### config.mk
export PLATFORM = sky130hd
export DESIGN_NAME = count_direction_decoder_flat
export DESIGN_NICKNAME = d
export VERILOG_FILES = /design/src/rtl/count_direction_decoder_if.sv /design/src/rtl/count_direction_decoder.sv /design/src/flat_wrapper.sv
export SDC_FILE = /design/constraint.sdc
export NUM_CORES = 1
export LEC_CHECK = 0
export ABC_AREA = 1
export BUFFER_PORTS_ARGS = -buffer_cell sky130_fd_sc_hd__buf_2
export CORE_MARGIN = 4
export CORE_UTILIZATION = 40
export CTS_BUF_LIST = sky130_fd_sc_hd__clkbuf_2
export CTS_CLUSTER_DIAMETER = 40
export CTS_CLUSTER_SIZE = 16
export DETAILED_ROUTE_END_ITERATION = 8
export HOLD_SLACK_MARGIN = 0.1
export SETUP_SLACK_MARGIN = 0.5
export SLEW_MARGIN = 20
export SYNTH_ARGS = -nofsm -noshare
export SYNTH_HDL_FRONTEND = slang
export SYNTH_SLANG_ARGS = --single-unit
### constraint.sdc
create_clock -name clock -period 2.09 [get_ports clock]
set_input_delay 0.209 -clock clock [delete_from_list [all_inputs] [get_ports clock]]
set_output_delay 0.209 -clock clock [all_outputs]
set_load 0.05 [all_outputs]
### src/rtl/count_direction_decoder_if.sv
// Sample/result bundle between a 2-bit up/down counter monitor and its consumer.
// The master drives the counter samples and reads back the decoded direction and position.
interface count_direction_decoder_if #(
    parameter int POS_WIDTH = 8
);
    logic [1:0]           q;
    logic                 valid;
    logic                 clear;
    logic                 dir;
    logic                 moving;
    logic [POS_WIDTH-1:0] position;
    logic                 step_err;
    logic                 fault;
    logic [1:0]           state;

    modport master (
        output q, valid, clear,
        input  dir, moving, position, step_err, fault, state
    );

    modport slave (
        input  q, valid, clear,
        output dir, moving, position, step_err, fault, state
    );
endinterface

### src/rtl/count_direction_decoder.sv
// Decodes up/down/hold steps of a sampled 2-bit binary counter, accumulates position
// and enters a sticky FAULT state after FAULT_LIMIT consecutive illegal (+2) jumps.
module count_direction_decoder #(
    parameter int POS_WIDTH   = 8,
    parameter int FAULT_LIMIT = 2
) (
    input  logic                    clock,
    input  logic                    reset,
    count_direction_decoder_if.slave bus
);
    localparam int ERR_W = $clog2(FAULT_LIMIT + 1);

    typedef enum logic [1:0] {
        IDLE  = 2'b00,
        TRACK = 2'b01,
        FAULT = 2'b10
    } state_t;

    state_t               state_q, state_d;
    logic [1:0]           prev_q, prev_d;
    logic                 dir_q, dir_d;
    logic                 moving_q, moving_d;
    logic [POS_WIDTH-1:0] position_q, position_d;
    logic                 step_err_q, step_err_d;
    logic                 fault_q, fault_d;
    logic [ERR_W-1:0]     err_cnt_q, err_cnt_d;

    logic [1:0]           delta;
    logic                 illegal;
    logic                 limit_hit;

    // Mod-4 difference of consecutive samples: 1 = up, 3 = down, 0 = hold, 2 = illegal.
    assign delta     = bus.q - prev_q;
    assign illegal   = (delta == 2'd2);
    assign limit_hit = (err_cnt_q + ERR_W'(1)) >= ERR_W'(FAULT_LIMIT);

    always_ff @(posedge clock or posedge reset) begin
        if (reset) begin
            state_q <= IDLE;
        end else begin
            state_q <= state_d;
        end
    end

    always_comb begin
        state_d = state_q;
        if (bus.clear) begin
            state_d = IDLE;
        end else if (bus.valid) begin
            case (state_q)
                IDLE:    state_d = TRACK;
                TRACK:   if (illegal && limit_hit) state_d = FAULT;
                FAULT:   state_d = FAULT;
                default: state_d = IDLE;
            endcase
        end
    end

    always_comb begin
        prev_d     = prev_q;
        dir_d      = dir_q;
        position_d = position_q;
        err_cnt_d  = err_cnt_q;
        moving_d   = 1'b0;
        step_err_d = 1'b0;
        if (bus.clear) begin
            position_d = '0;
            err_cnt_d  = '0;
        end else if (bus.valid) begin
            case (state_q)
                IDLE: prev_d = bus.q;
                TRACK: begin
                    prev_d = bus.q;
                    case (delta)
                        2'd1: begin
                            position_d = position_q + POS_WIDTH'(1);
                            dir_d      = 1'b1;
                            moving_d   = 1'b1;
                            err_cnt_d  = '0;
                        end
                        2'd3: begin
                            position_d = position_q - POS_WIDTH'(1);
                            dir_d      = 1'b0;
                            moving_d   = 1'b1;
                            err_cnt_d  = '0;
                        end
                        2'd2: begin
                            step_err_d = 1'b1;
                            if (err_cnt_q != ERR_W'(FAULT_LIMIT)) err_cnt_d = err_cnt_q + ERR_W'(1);
                        end
                        default: err_cnt_d = '0;
                    endcase
                end
                default: ;
            endcase
        end
        fault_d = (state_d == FAULT);
    end

    always_ff @(posedge clock or posedge reset) begin
        if (reset) begin
            prev_q     <= 2'b00;
            dir_q      <= 1'b0;
            moving_q   <= 1'b0;
            position_q <= '0;
            step_err_q <= 1'b0;
            fault_q    <= 1'b0;
            err_cnt_q  <= '0;
        end else begin
            prev_q     <= prev_d;
            dir_q      <= dir_d;
            moving_q   <= moving_d;
            position_q <= position_d;
            step_err_q <= step_err_d;
            fault_q    <= fault_d;
            err_cnt_q  <= err_cnt_d;
        end
    end

    assign bus.dir      = dir_q;
    assign bus.moving   = moving_q;
    assign bus.position = position_q;
    assign bus.step_err = step_err_q;
    assign bus.fault    = fault_q;
    assign bus.state    = state_q;
endmodule

### src/flat_wrapper.sv
// flat-port wrapper written by rule: the top's interface ports become plain ports
module count_direction_decoder_flat 
#(
    parameter int POS_WIDTH   = 8,
    parameter int FAULT_LIMIT = 2
)
  (clock, reset, bus_q, bus_valid, bus_clear, bus_dir, bus_moving, bus_position, bus_step_err, bus_fault, bus_state);
  count_direction_decoder_if #(.POS_WIDTH(POS_WIDTH)) bus_i ();
  input  logic clock;
  input  logic reset;
  input wire logic [$bits(bus_i.q)-1:0] bus_q;
  input wire logic [$bits(bus_i.valid)-1:0] bus_valid;
  input wire logic [$bits(bus_i.clear)-1:0] bus_clear;
  output wire logic [$bits(bus_i.dir)-1:0] bus_dir;
  output wire logic [$bits(bus_i.moving)-1:0] bus_moving;
  output wire logic [$bits(bus_i.position)-1:0] bus_position;
  output wire logic [$bits(bus_i.step_err)-1:0] bus_step_err;
  output wire logic [$bits(bus_i.fault)-1:0] bus_fault;
  output wire logic [$bits(bus_i.state)-1:0] bus_state;
  assign bus_i.q = bus_q;
  assign bus_i.valid = bus_valid;
  assign bus_i.clear = bus_clear;
  assign bus_dir = bus_i.dir;
  assign bus_moving = bus_i.moving;
  assign bus_position = bus_i.position;
  assign bus_step_err = bus_i.step_err;
  assign bus_fault = bus_i.fault;
  assign bus_state = bus_i.state;
  count_direction_decoder #(.POS_WIDTH(POS_WIDTH), .FAULT_LIMIT(FAULT_LIMIT)) u_core (.clock(clock), .reset(reset), .bus(bus_i));
endmodule
Word-level counts from Yosys, hierarchy flattened
Cells that the tools add are included.

Eq/ne operators: 8. Multiplexer cells: 22. Reductions and logical operators: 12. $add $sub $neg: 4. Magnitude comparators: 1. Bitwise logic cells: 1.

Operators by type and width (count): $mux W8 (3); $mux W2 (8); $pmux W8 S2 (1); $reduce_and A3 Y1 (3); $add A8 B1 Y8 const B (1); $eq A2 B2 Y1 const B (4); $mux W1 (8); $sub A8 B1 Y8 const B (1); $pmux W2 S3 (1); $reduce_bool A2 Y1 (3); $eq A2 B1 Y1 const B (2); $reduce_and A4 Y1 (1); $reduce_or A2 Y1 (2); $ne A3 B3 Y1 const B (1); $reduce_bool A3 Y1 (1); $add A2 B1 Y2 const B (1); $ge A2 B2 Y1 const B (1); $logic_not A2 Y1 (1); $ne A2 B2 Y1 const B (1); $pmux W1 S2 (1); $sub A2 B2 Y2 (1); $logic_and A1 B1 Y1 (1); $not A1 Y1 (1).

Register bits after elaboration: 18. Word-level logic and storage cells: 56. Output and inout bits: 14.

Logic depth before layout (Yosys ltp)
Gate-level depths: netlist (run 1).

Depth after elaboration: 8. Mapped depth: 18. Depth with buffers taken out: 18.

Worst setup path before layout (run 1)
Ideal clock, no wire load.

Kind: register to register. Start: reg u_core.prev_q[0]. End: reg u_core.position_q[6], in the netlist u_core.bus.position[6]. Path slack: 167 ps. Arrival: 1805 ps. Stages on the path, launching flop included: 15. Data required time: 1972 ps. Setup time: 118 ps. Cell sequence: dfrtp_1 ha_1 inv_1 nand4_1 nand2_2 inv_1 ha_1 inv_1 nand2_1 nand2_1 nand2_1 nand3_1 nand3b_1 nand3_1 nand2_1.

Word-level cells in the longest chain between the ends: 6. Elaborated cells between the ends (all ways): 9. Classes of those cells: add/sub: 1; eq/ne: 2; mux: 4; reduce/logical: 2.

Ends and longest elaborated chain: from (decl) (RTL line count_direction_decoder.sv:20) `logic [1:0] prev_q, prev_d;`; from (signal assigned) (RTL line count_direction_decoder.sv:110) `prev_q <= prev_d;`; $sub A2 B2 Y2 * (RTL line count_direction_decoder.sv:33) `assign delta = bus.q - prev_q;`; $eq A2 B2 Y1 or $eq A2 B1 Y1 (tied branches) (RTL line count_direction_decoder.sv:74) `case (delta)`; $pmux W8 S2 (RTL line count_direction_decoder.sv:74); $mux W8 (RTL line count_direction_decoder.sv:70) `case (state_q)`; $mux W8 (RTL line count_direction_decoder.sv:69) `end else if (bus.valid) begin`; $mux W8 (RTL line count_direction_decoder.sv:66) `if (bus.clear) begin`; to (signal assigned) (RTL line count_direction_decoder.sv:113) `position_q <= position_d;`; to (decl) (RTL line count_direction_decoder.sv:23) `logic [POS_WIDTH-1:0] position_q, position_d;`.

Mark *: on every way between the ends. The rest lies on a longest branch, timed or not. The select of a mux whose other input is x is not followed. A chain may end at the register's enable or synchronous reset.

Final worst setup path (run 1)
Ends and elaborated chain as after synthesis.

==> results of run 1 <==
metrics by stage:
step	setup WS (ns)	util	std cells	total power, uW	area, um2
finish	0.240	0.596	226	1010	1670
CTS	0.232	0.552	218	971	1550
global route	0.127	0.596	226	1080	1670
global placement	0.124	0.480	202	713	1350
floorplan	0.262	-	153	655	1220
detailed placement	0.0969	0.480	202	720	1350
what timing repair did:
item	CTS	global route
hold buffers	3	0
setup buffers	9	8
pin swaps	17	16
endpoints found under the setup margin	8	12
resized for setup	16	23
hold endpoints to repair	20	0
cell families (layout without fill, tap and decap cells):
group	after synthesis	in the layout	synth area share
adder cells (fa/ha/maj)	6	6	0.0624
buffers and inverters	29	71	0.0936
AO/OA/AOI/OAI	20	20	0.116
XOR/XNOR	1	1	0.00728
flip-flops	18	18	0.374
AND/OR/NAND/NOR	79	79	0.346
worst paths after layout:
check / cells past startpoint / start / end
setup / recovery: 15 / u_core.prev_q[0]$_DFFE_PP0P_ / u_core.bus.position[6]$_DFFE_PP0P_
hold / removal: 2 / bus_clear / u_core.bus.state[1]$_DFF_PP0_
setup reg to reg: 15 / u_core.prev_q[0]$_DFFE_PP0P_ / u_core.bus.position[6]$_DFFE_PP0P_
hold reg to reg: 2 / u_core.bus.dir$_DFFE_PP0P_ / u_core.bus.dir$_DFFE_PP0P_
max in group asynchronous: 3 / reset / u_core.bus.state[0]$_DFF_PP0_
min in group asynchronous: 3 / reset / u_core.bus.position[2]$_DFFE_PP0P_
cells in the mapped netlist (all sizes together):
cell | number | share of area
a21boi | 1 | 0.0094
o22ai | 2 | 0.010
o32ai | 1 | 0.0073
nand4 | 3 | 0.016
buf | 1 | 0.0042
o31ai | 1 | 0.0062
nor3 | 4 | 0.021
nand3b | 1 | 0.0062
a211oi | 2 | 0.017
o21ai | 7 | 0.029
o21bai | 1 | 0.016
xor2 | 1 | 0.0073
nor2 | 8 | 0.045
inv | 28 | 0.089
nand2 | 53 | 0.20
a31oi | 1 | 0.0052
nand3 | 10 | 0.060
dfrtp | 18 | 0.37
ha | 6 | 0.062
a21oi | 4 | 0.017
flip-flops by register name, indices dropped and copies added (netlist names):
name / cells
u_core.bus.state: 2
u_core.bus.position: 8
u_core.bus.fault: 1
u_core.prev_q: 2
u_core.err_cnt_q: 2
u_core.bus.moving: 1
u_core.bus.dir: 1
u_core.bus.step_err: 1
final cells by class:
class	count	area [um2]	area share
clock buffers	3	15.0	0.00898
inverters	28	118	0.0703
repair buffers	39	253	0.151
clock inverters	1	3.75	0.00224
flip-flops and latches	18	452	0.270
multi-input cells	106	793	0.474
well taps	31	38.8	0.0232
placed cells by master (no fill, tap or decap), types with 2 or more instances in the layout:
cell / netlist / final
a211oi_2: 1 / 2
inv_2: 0 / 5
o21ai_0: 6 / 4
buf_2: 1 / 19
nor2_1: 4 / 4
buf_4: 0 / 17
clkbuf_2: 0 / 3
o21ai_1: 1 / 3
inv_4: 1 / 3
nand3_1: 7 / 5
nor2_4: 0 / 2
nand3_2: 2 / 3
nand3_4: 1 / 2
inv_1: 27 / 19
nand4_1: 3 / 3
nand2_1: 43 / 29
o22ai_1: 2 / 2
a21oi_1: 4 / 4
ha_4: 0 / 5
nor3_1: 3 / 2
nand2_2: 7 / 19
dfrtp_1: 18 / 17
dlygate4sd3_1: 0 / 3
nand2_4: 3 / 5
nor3_2: 1 / 2
per-layer routing:
layer  global-route usage  vias to the layer above  routed length (um)
met5                    0                        -                   0
met4               0.0579                        0                  42
met3               0.0216                        5                  75
met2                0.260                       16                1450
met1                0.231                      519                1460
li1                     -                      577                   -
power groups by stage:
stage / logic [uW] / registers [uW] / clock network [uW]
2_1_floorplan: 202 / 454 / 0
3_3_place_gp: 320 / 393 / 0
3_5_place_dp: 326 / 394 / 0
4_1_cts: 409 / 390 / 172
5_1_grt: 492 / 395 / 191
6_report: 449 / 391 / 170
==> impl_metrics.ini, run 1 <==
[status]
status = finished clean

[timing]
maxSlewHeadroom = 0.514
maxSlewViolCount = 0
worstMarginPinSlew_ns = 0.728
final.setup.tns_ns = 0
fin_hold_ws_ns = 0.207
finClkSkew_ns = 0.00711
hold_viol_final = 0
post-route-period-util = 0.885
setup_viol = 0
max_freq_mhz = 541
min_period_ns = 1.85
rsz0062_at_grt = yes

[min_path]
hp-class = input port to flop

[detailed_routing]
drcViolationCount = 0
drtIter0Drc = 42
firstDrtPassIters = 4
drt_wl_total_um = 3030
via_per_inst = 4.94
num_vias = 1117
wl_per_cell_um = 13.4
ant_nets = 0

[clock_tree]
cts_tree = done
htree_levels = 1
cts_root_buffer = clkbuf_2
cts_buffer_depth = 2
clk_pin_slew_ns = 0.21
cts_inserted_buffers = 3
clock_latency_ns = 0.33
cts.sinks = 18

[cells_and_area]
antenna_cells = 0
syn2layout_area_growth_pct = 39.0
final_nets = 208
drive_above_1_share = 0.482
num-fill-cells = 259

[critical_path]
cp_num_buf_inv = 3
r2r_setup_slack_ns = 0.24
critPathArrivalTime_ns = 2.11
cpPeakStageDelay_ns = 0.45
cp.required_ns = 2.35
end_kind = flop
cpLargestDelayFamily = simple AND/OR/NAND/NOR gates
cp-start-kind = flop
critPathMaxFanout = 4
slowest_stage = dfrtp_1
crit_chain = ha_4, inv_4, nand3_4, nand2_2, nand2_2, inv_2, ha_4, inv_2, nand2_2, nand2_2, nand2_2, nand3_2, nand3b_1, nand3_2, nand2_1
cp_common_cell = nand2_2
critPathKind = flop to flop

[synthesis]
synthesis.instances = 153
ys_seq_area_frac = 0.374
synth.avg_cell_area_um2 = 7.87
synth_nets = 165
synth_cell_types = 30
ys_warn_count = 0
netlist_area_um2 = 1200
ys_ff_latch = 18

[floorplan]
pin_count = 20
fp.dieH_um = 62.9
start_util = 0.429
die_x_um = 62.9
dieArea_um2 = 3950
core_area_um2 = 2810
rows = 19

[global_route]
grt_pass1_vias = 1108
grt.total_usage = 0.165
antenna_found_initial = 0
overflow = 0
grt_pass1_wl_um = 5200
grt_max_degree = 19

[place]
hpwl_um = 2000
gp_congestion = 0.848
port_buffers = 19

[job]
cap_violations = 0

[power_and_ir_drop]
ir_worst_vdd_uv = 497
power_frac_comb = 0.445
netSwitchingPower_uw = 430
intPower_uw = 579
netSwitchingFraction = 0.426
pwr-share-seq = 0.387
power-per-cell-area_nw_per_um2 = 604
p_leak_uw = 0.000901
clkPwrFrac = 0.168
Power figures use the tool's default switching activity.
==> inputs of run 2 (changes only) <==
--- a/config.mk
+++ b/config.mk
@@ -14,6 +14,7 @@
 export CTS_CLUSTER_SIZE = 16
 export DETAILED_ROUTE_END_ITERATION = 8
 export HOLD_SLACK_MARGIN = 0.1
+export PLACE_DENSITY = 0.7
 export SETUP_SLACK_MARGIN = 0.5
 export SLEW_MARGIN = 20
 export SYNTH_ARGS = -nofsm -noshare
==> run 2 against run 1 <==
  * Hold slack got worse by 0.013 ns
  * Register-to-register slack got worse by 0.17 ns
  * Utilization rose by 2.0 points
  * Combinational power rose by 13%
  * Final cell count rose by 2.2%
  * Via count rose by 11%
  * Wire length rose by 19%
  * Final area rose by 3.3%
  * Sequential share of layout area fell by 0.86 points
  * Clock skew rose by 0.0070 ns
  * Critical endpoint unchanged
==> impl_metrics.ini, run 2 (synthesis results as in run 1) <==
[min_path]
hold_end = u_core.bus.state[1]$_DFF_PP0_
hp-class = input port to flop
min_from = bus_clear
holdPathStages = 2

[clock_tree]
cts_buffer_depth = 2
htree_levels = 1
cts_root_buffer = clkbuf_2
cts.sinks = 18
clock_latency_ns = 0.32
cts_tree = done
cts_inserted_buffers = 3
clk_pin_slew_ns = 0.21

[cells_and_area]
antenna_cells = 0
largest_register_ffs = 8
stdcell_count = 231
final_nets = 213
final_cell_mix = nand2_1, nand2_2, buf_2
num-fill-cells = 217
final_common_cell = nand2_1
syn2layout_area_growth_pct = 43.6
final_util = 0.616
drive_above_1_share = 0.505

[status]
status = finished clean

[global_route]
antenna_found_initial = 0
overflow = 0
grt.total_usage = 0.166
grt_pass1_wl_um = 5300
grt_max_degree = 19
grt_pass1_vias = 1189

[detailed_routing]
ant_nets = 0
drt_wl_total_um = 3620
drtIter0Drc = 60
num_vias = 1238
via_per_inst = 5.36
firstDrtPassIters = 4
drcViolationCount = 0
wl_per_cell_um = 15.7

[timing]
setup_viol = 0
fin_ws_ns = 0.0652
max_freq_mhz = 494
finClkSkew_ns = 0.0141
hold_viol_final = 0
maxSlewViolCount = 0
maxSlewHeadroom = 0.522
rsz0062_at_grt = yes
worstMarginPinSlew_ns = 0.717
post-route-period-util = 0.969
min_period_ns = 2.02

[floorplan]
rows = 19
fp.dieH_um = 62.9
pin_count = 20
die_x_um = 62.9
core_area_um2 = 2810
start_util = 0.429
dieArea_um2 = 3950

[critical_path]
critPathArrivalTime_ns = 2.26
cpLargestDelayFamily = simple AND/OR/NAND/NOR gates
cp.required_ns = 2.32
r2r_start = u_core.prev_q[0]$_DFFE_PP0P_
crit_chain = ha_4, inv_4, buf_6, buf_6, nand4_1, buf_4, nand2_2, inv_2, nand2_2, nand3_2, nand2_1, nand2_1, nand3_1, nand2_1
slowest_stage = dfrtp_1
rr_endpoint = u_core.bus.position[6]$_DFFE_PP0P_
cp-start-kind = flop
end_kind = flop
cpPeakStageDelay_ns = 0.46
critPathKind = flop to flop
critPathMaxFanout = 4
r2r_setup_slack_ns = 0.07
cp_common_cell = nand2_1
cp_num_buf_inv = 5
rr_worst_depth = 14

[place]
pre_cts_ws_ns = 0.0900
port_buffers = 19
gp_congestion = 0.880
hpwl_um = 1990
place_inst = 202

[job]
cap_violations = 0

[power_and_ir_drop]
ir_worst_vdd_uv = 416
power-per-cell-area_nw_per_um2 = 617
p_leak_uw = 0.000923
## run 2: layout make-up
cell class,count,area [um2],share of cell area
Inverter,28,118,0.0681
Clock buffer,3,15.0,0.00869
Clock inverter,1,3.75,0.00217
Multi-Input combinational cell,106,796,0.461
Timing Repair Buffer,44,305,0.177
Tap cell,31,38.8,0.0224
Sequential cell,18,452,0.261
## run 2: worst max path at each step
stage | startpoint | end | slack, ns | depth (start not counted)
5_1_grt | u_core.prev_q[0]$_DFFE_PP0P_ | u_core.bus.position[7]$_DFFE_PP0P_ | -0.01 | 13
3_3_place_gp | u_core.prev_q[0]$_DFFE_PP0P_ | u_core.bus.position[7]$_DFFE_PP0P_ | 0.16 | 10
3_5_place_dp | u_core.prev_q[0]$_DFFE_PP0P_ | u_core.bus.position[6]$_DFFE_PP0P_ | 0.09 | 16
2_1_floorplan | u_core.prev_q[0]$_DFFE_PP0P_ | u_core.bus.position[7]$_DFFE_PP0P_ | 0.26 | 10
6_report | u_core.prev_q[0]$_DFFE_PP0P_ | u_core.bus.position[6]$_DFFE_PP0P_ | 0.07 | 14
4_1_cts | u_core.prev_q[0]$_DFFE_PP0P_ | u_core.bus.position[5]$_DFFE_PP0P_ | 0.26 | 12
## run 2: power by group
part / leakage [uW] / total (uW) / switching (uW) / internal (uW)
sequential: 0.000242 / 392 / 20.2 / 372
combinational: 0.000667 / 508 / 309 / 199
clock: 0.0000140 / 166 / 124 / 41.6
## run 2: routing by layer
metal	track usage	wire length [um]	share of wire
met4	0.0358	51	0.014
met2	0.305	1830	0.50
met5	0	0	0
met3	0.0324	199	0.055
met1	0.200	1540	0.43
## run 2: worst register-to-register path: cells and delay by family, from the launching register on
family        cells  cell delay, ns
fa+ha+maj         1            0.24
flops             1            0.46
simple gates      8            0.69
buf+inv           5            0.54
## run 2: per-stage QoR
step | instance area (um2) | setup TNS [ns] | hold WS (ns) | total power (uW)
CTS | 1580 | 0 | 0.116 | 988
detailed placement | 1350 | 0 | 0.370 | 722
global route | 1730 | -0.0170 | 0.167 | 1130
floorplan | 1220 | 0 | 0.148 | 655
finish | 1730 | 0 | 0.194 | 1070
global placement | 1350 | 0 | 0.351 | 710
## run 2: repair_timing
action                                  4_1_cts  5_1_grt
endpoints found under the setup margin        8       14
hold buffers                                  2        1
endpoints found under the hold margin        19        1
resized for setup                            21       23
pin swaps                                    18        8
setup buffers                                13        9
